<file path="src/rtl/reg_file_mp.sv">
// reg_file_mp -- multi-port general-purpose register file with busy scoreboard.
//
// Purpose:
//   READ_PORTS registered read ports, one writeback port, one dedicated
//   link (jal) port that always targets register REG_NUM-1, and a
//   per-register busy scoreboard that tracks pending producers for decode.
//   Register 0 is hard-wired to zero and is never busy.
//
// Optional feature (compile-time macro):
//   REG_FILE_BYPASS_EN  defined   -> a read of a register being written in
//                                    the same cycle returns the new value
//                                    (the link value wins on a collision).
//                       undefined -> reads return the pre-write array value.
//   In both builds rd_busy reports the next-state busy bit.
//
// Ports:
//   clk        in   clock, all state updates on the rising edge
//   rst        in   synchronous active-high reset
//   rd_addr    in   READ_PORTS*AW read addresses, port p at [p*AW +: AW]
//   rd_data    out  READ_PORTS*DATA_W registered read data, same packing
//   rd_busy    out  READ_PORTS registered busy flags of addressed registers
//   wb_en      in   writeback enable
//   wb_addr    in   writeback destination
//   wb_data    in   writeback value
//   link_en    in   link write enable (target REG_NUM-1)
//   link_data  in   link return address
//   issue_en   in   destination issue_addr becomes pending
//   issue_addr in   destination being marked pending

module reg_file_mp #(
    parameter int DATA_W     = 32,
    parameter int REG_NUM    = 32,
    parameter int READ_PORTS = 2
) (
    input  logic                           clk,
    input  logic                           rst,
    input  logic [READ_PORTS*$clog2(REG_NUM)-1:0] rd_addr,
    output logic [READ_PORTS*DATA_W-1:0]   rd_data,
    output logic [READ_PORTS-1:0]          rd_busy,
    input  logic                           wb_en,
    input  logic [$clog2(REG_NUM)-1:0]     wb_addr,
    input  logic [DATA_W-1:0]              wb_data,
    input  logic                           link_en,
    input  logic [DATA_W-1:0]              link_data,
    input  logic                           issue_en,
    input  logic [$clog2(REG_NUM)-1:0]     issue_addr
);

    localparam int AW = $clog2(REG_NUM);
    localparam logic [AW-1:0] ZERO_ADDR = {AW{1'b0}};
    localparam logic [AW-1:0] LINK_ADDR = {AW{1'b1}};

    logic [DATA_W-1:0]            regs_r [REG_NUM];
    logic [REG_NUM-1:0]           busy_r;
    logic [REG_NUM-1:0]           busy_next_s;
    logic [READ_PORTS*DATA_W-1:0] rd_data_next_s;
    logic [READ_PORTS-1:0]        rd_busy_next_s;

    // Next-state scoreboard: a set on the same register as a clear wins,
    // because the issuing instruction is the newer producer.
    always_comb begin
        busy_next_s = {REG_NUM{1'b0}};
        for (int r = 1; r < REG_NUM; r++) begin
            busy_next_s[r] = (issue_en && (issue_addr == AW'(r)))
                           || (busy_r[r]
                               && !(wb_en && (wb_addr == AW'(r)))
                               && !(link_en && (r == REG_NUM - 1)));
        end
    end

    // Scoreboard register.
    always_ff @(posedge clk) begin
        if (rst) begin
            busy_r <= {REG_NUM{1'b0}};
        end else begin
            busy_r <= busy_next_s;
        end
    end

    // Register array; the link write is issued last so it overrides a
    // writeback to the same register. Register 0 is never written.
    always_ff @(posedge clk) begin
        if (rst) begin
            for (int r = 0; r < REG_NUM; r++) begin
                regs_r[r] <= {DATA_W{1'b0}};
            end
        end else begin
            if (wb_en && (wb_addr != ZERO_ADDR)) begin
                regs_r[wb_addr] <= wb_data;
            end
            if (link_en) begin
                regs_r[LINK_ADDR] <= link_data;
            end
        end
    end

    // Per-port read selection: zero register, optional same-cycle bypass,
    // otherwise the stored value.
    always_comb begin
        logic [AW-1:0] addr_v;
        addr_v         = ZERO_ADDR;
        rd_data_next_s = {(READ_PORTS*DATA_W){1'b0}};
        rd_busy_next_s = {READ_PORTS{1'b0}};
        for (int p = 0; p < READ_PORTS; p++) begin
            addr_v = rd_addr[p*AW +: AW];
            if (addr_v == ZERO_ADDR) begin
                rd_data_next_s[p*DATA_W +: DATA_W] = {DATA_W{1'b0}};
`ifdef REG_FILE_BYPASS_EN
            end else if (link_en && (addr_v == LINK_ADDR)) begin
                rd_data_next_s[p*DATA_W +: DATA_W] = link_data;
            end else if (wb_en && (addr_v == wb_addr)) begin
                rd_data_next_s[p*DATA_W +: DATA_W] = wb_data;
`endif
            end else begin
                rd_data_next_s[p*DATA_W +: DATA_W] = regs_r[addr_v];
            end
            rd_busy_next_s[p] = busy_next_s[addr_v];
        end
    end

    // Registered read outputs.
    always_ff @(posedge clk) begin
        if (rst) begin
            rd_data <= {(READ_PORTS*DATA_W){1'b0}};
            rd_busy <= {READ_PORTS{1'b0}};
        end else begin
            rd_data <= rd_data_next_s;
            rd_busy <= rd_busy_next_s;
        end
    end

endmodule

</file>
<file path="config.mk">
export PLATFORM = sky130hd
export DESIGN_NAME = reg_file_mp
export DESIGN_NICKNAME = d
export VERILOG_FILES = /design/src/rtl/reg_file_mp.sv
export SDC_FILE = /design/constraint.sdc
export NUM_CORES = 2
export LEC_CHECK = 0
export ABC_CLOCK_PERIOD_IN_PS = 3500
export BUFFER_PORTS_ARGS = -buffer_cell sky130_fd_sc_hd__buf_2
export CORE_UTILIZATION = 60
export DETAILED_ROUTE_END_ITERATION = 12
export GPL_TIMING_DRIVEN = 1
export HOLD_SLACK_MARGIN = 0.12
export PLACE_DENSITY = 0.77
export RECOVER_POWER = 100
export SYNTH_ARGS = -nofsm -noshare
export SYNTH_HDL_FRONTEND = slang
export SYNTH_SLANG_ARGS = --single-unit
</file>
<file path="constraint.sdc">
create_clock -name clk -period 3.5 [get_ports clk]
set_input_delay 0.7 -clock clk [delete_from_list [all_inputs] [get_ports clk]]
set_output_delay 0.7 -clock clk [all_outputs]
set_load 0.02 [all_outputs]
</file>
Yosys cells after proc, flatten, opt, wreduce, memory -nomap -nowiden. Memory sizes are Yosys's and may differ from the RTL's. A register that Yosys moved wholly into a read port is not among the register bits. Index checks and enable logic that the tools add are counted.

$lt $le $gt $ge: 2. Equality and inequality tests: 63. Muxes and demuxes: 16. Bitwise gates (word level): 4. Reductions and logical operators: 164.

Operators with widths (number): $eq 5x5->1 const B (33); $logic_and 1x1->1 (95); $eq 5x4->1 const B (16); $mux 32 (2); $eq 5x3->1 const B (8); $logic_not 1->1 (32); $reduce_or 32->1 (1); $logic_or 1x1->1 (31); $eq 5x2->1 const B (4); $lt 5x6->1 const B (2); $mux 1 (11); $bmux 1 s5 (2); $eq 5x1->1 const B (2); $logic_not 5->1 (2); $mux 5 (1); $reduce_bool 5->1 (1); $reduce_or 2->1 (2); $and 1x1->1 (2); $not 1->1 (1); $or 1x1->1 (1).

Register bits after elaboration: 33. Memory bits (writable): 1024. Input bits: 89. Output and inout port bits: 66. Memories kept: 1.

Memory list: regs_r (words 32, bits a word 32, rd ports 2, clocked after memory_dff 2, write ports 32, RTL line 53) `logic [DATA_W-1:0] regs_r [REG_NUM];`.

Longest topological paths before layout.
Depth in word-level cells: 8. Mapped depth: 10.

Worst setup path after synthesis. Ideal clock, no wire load.

Path type: input-to-reg. Start point: in wb_addr[1]. End point: mem regs_r[31][0], enable pin. Setup time: 390 ps. Arrival time: 2543 ps. Path slack: 567 ps. Stages on the path: 7. Buffers on the path: 1. Cell sequence: clkbuf_1 > nand3_1 > nor2_1 > nor3b_2 > nand2b_1 > nor2_1 > or3_1.

RTL lines: start: declaration (RTL line 41) `input logic [$clog2(REG_NUM)-1:0] wb_addr,`; end: declaration (RTL line 53).

==> impl_metrics.ini <==
[clock_network]
cts_max_path_buffers = 3
clock_latency_ns = 0.74
cts_root_buf = clkbuf_16
cts.clk_slew.worst_paths_ns = 0.06
cts_buffers = 118
cts_sinks = 1121
htree_levels = 3
cts_tree = done
post-cts-setup-buffer-count = 0
hold_buffers = 0
cts_resized = 0

[synthesis]
syn_inst = 3595
yosys.area.top_type_share = 0.534
ys_ff_latch = 1121
yosysMostFrequentCell = edfxtp_1
async_reset_ff_frac = 0
synth_flop_cell = edfxtp_1
synth_warnings = 0
synth_top_area_cell = edfxtp_1
synth_area_um2 = 57500
synth_cell_types = 53
synth_common_cells = 1,024 x edfxtp_1, 961 x and2_1, 647 x mux4_2
synth_edf_count = 1024
avgSynthCellArea_um2 = 16.0
seq_area_frac_synth = 0.568
netlist_top_cells_area = edfxtp_1 53%, mux4_2 25%, and2_1 10%

[grt]
grt.total_usage = 0.377
grt-ovfl-total = 0
grt_pass1_vias = 36900
antenna_found_initial = 11
grt_pass1_wl_mm = 258
grt_start_max_net_pins = 101

[die]
coreArea_um2 = 95000
die_x_um = 312
std_cell_rows = 113
die_h_um = 312
pin_count = 155
start_util = 0.606
die-area_um2 = 97200

[timing]
tightestPinTransition_ns = 1.21
fin_crit_sh = 0.826
finalSetupViolations = 0
skew_ns = 0.0368
fmax_mhz = 346
rsz0062_at_grt = false
relSlewSlack = 0.191
slew_violations = 0
period_minus_slack_ns = 2.89
hold_viol = 0
final.setup.tns_ns = 0

[setup_path]
max_stage_delay_ns = 0.93
startpoint = wb_addr[2]
reg2regPathDepth = 4
critPathKind = input port to flip-flop
critPathMaxFanout = 33
crit_slowest_cell = clkbuf_2
start_kind = input port
arrival_ns = 3.47
r2r-start = regs_r[28][13]
required_ns = 4.08
rrSetupSlack_ns = 1.37
r2r-end = rd_data[13]
endpoint_kind = flip-flop
crit_path_cell_trace = clkbuf_1 > nand3_1 > nor2_1 > nor3b_1 > nand2_1 > buf_4 > nor2_2 > clkbuf_2 > and2_1
crit_end = regs_r[10][20]

[route]
wl_per_cell_um = 35.4
drt_drc_violations_left = 0
drt-vias-per-instance = 7.07
drtPass1Iterations = 7
first_iter_violations = 5528
vias = 35900
final_antenna_net_count = 0
routed_wl_mm = 180

[placed_design]
place_congestion = 0.991
hpwl_mm = 111
dpl.cell_count = 4844
numPortBuffers = 154

[final_layout]
multi_input_area_um2 = 23500
final_nets = 3788
stdcell_count = 5071
seq_area_um2 = 32700
fill_cells = 6324
syn2layout_area_growth_pct = 11.6
drive_above_1_share = 0.290

[run_status]
status = completed

[power]
p_leak_nw = 21.9
ir_drop_mv = 0.437
power.density_nw_per_um2 = 499

[run]
max-cap-violations = 0

[worst_hold_path]
hold_class = input port to flip-flop
placed cells by master (no fill, tap or decap), types with 8 or more instances in the layout:
cell type,count
a21oi_1,48
and2_1,633
buf_4,64
clkinv_1,20
nand3_1,17
dfxtp_1,97
clkbuf_1,123
nor3_1,8
edfxtp_1,1024
nor2b_1,21
a22o_1,32
nand2_1,100
buf_12,59
or2_2,31
clkbuf_2,32
mux4_2,647
mux2i_1,37
nand2b_1,8
o21ai_0,51
conb_1,32
and2_0,328
clkbuf_16,119
clkinv_2,30
nor2_1,76
buf_2,77
worst min-delay path by stage:
stage | end | depth (start not counted) | slack (ns) | from
5_1_grt | regs_r[31][12] | 2 | 0.25 | link_data[12]
3_3_place_gp | busy_r[2] | 2 | 0.49 | busy_r[2]
2_1_floorplan | busy_r[4] | 2 | 0.47 | busy_r[4]
3_5_place_dp | busy_r[2] | 2 | 0.50 | busy_r[2]
6_report | regs_r[31][12] | 2 | 0.26 | link_data[12]
4_1_cts | regs_r[31][12] | 2 | 0.24 | link_data[12]
state kept, by name (all words and copies together), names as in the netlist:
name and count:
regs_r 1024, rd_data 64, busy_r 31, rd_busy 2
per-stage QoR:
| step | hold slack, ns | total power, mW | worst slack [ns] | util | cell area (um^2) |
|---|---|---|---|---|---|
| floorplan | 0.473 | 18.3 | 0.567 | - | 57700 |
| global placement | 0.493 | 19.8 | 0.497 | 0.640 | 60800 |
| detailed placement | 0.497 | 19.9 | 0.507 | 0.640 | 60800 |
| CTS | 0.237 | 32.1 | 1.25 | 0.680 | 64600 |
| global route | 0.247 | 32.8 | 0.543 | 0.676 | 64200 |
| finish | 0.260 | 32.0 | 0.610 | 0.676 | 64200 |
kinds of logic after synthesis:
kind of cell           Yosys count  share of synthesized area
AOI/OAI and AO/OA              152                     0.0164
and+or+nand+nor               1257                      0.130
muxes                          684                      0.260
DFF                           1121                      0.568
other                            1                  0.0000652
buffers and inverters          380                     0.0260
layer usage:
metal	track usage	share of wire	vias up
li1	-	-	14100
met1	0.503	0.34	18400
met2	0.585	0.47	2915
met3	0.0863	0.13	481
met4	0.199	0.059	4
met5	0	0.00016	-
final cells by class:
class / instances / share of cell area
flip-flops and latches: 1121 / 0.509
multi-input cells: 2125 / 0.366
clock buffers: 159 / 0.0497
clock inverters: 66 / 0.00939
inverters: 5 / 0.000292
diodes: 2 / 0.0000779
well taps: 1265 / 0.0247
repair buffers: 328 / 0.0410
worst max-delay path: cells and delay by family:
family / cells / cell delay (ns)
buffers and inverters: 3 / 1.43
AND/OR/NAND/NOR: 6 / 1.32
report_power, final:
part / switching (mW) / internal (mW) / total (mW)
Combinational: 2.16 / 1.74 / 3.90
Sequential: 0.443 / 15.4 / 15.8
Clock: 5.39 / 6.92 / 12.3
No activity file was read; power rests on OpenSTA's default activity.
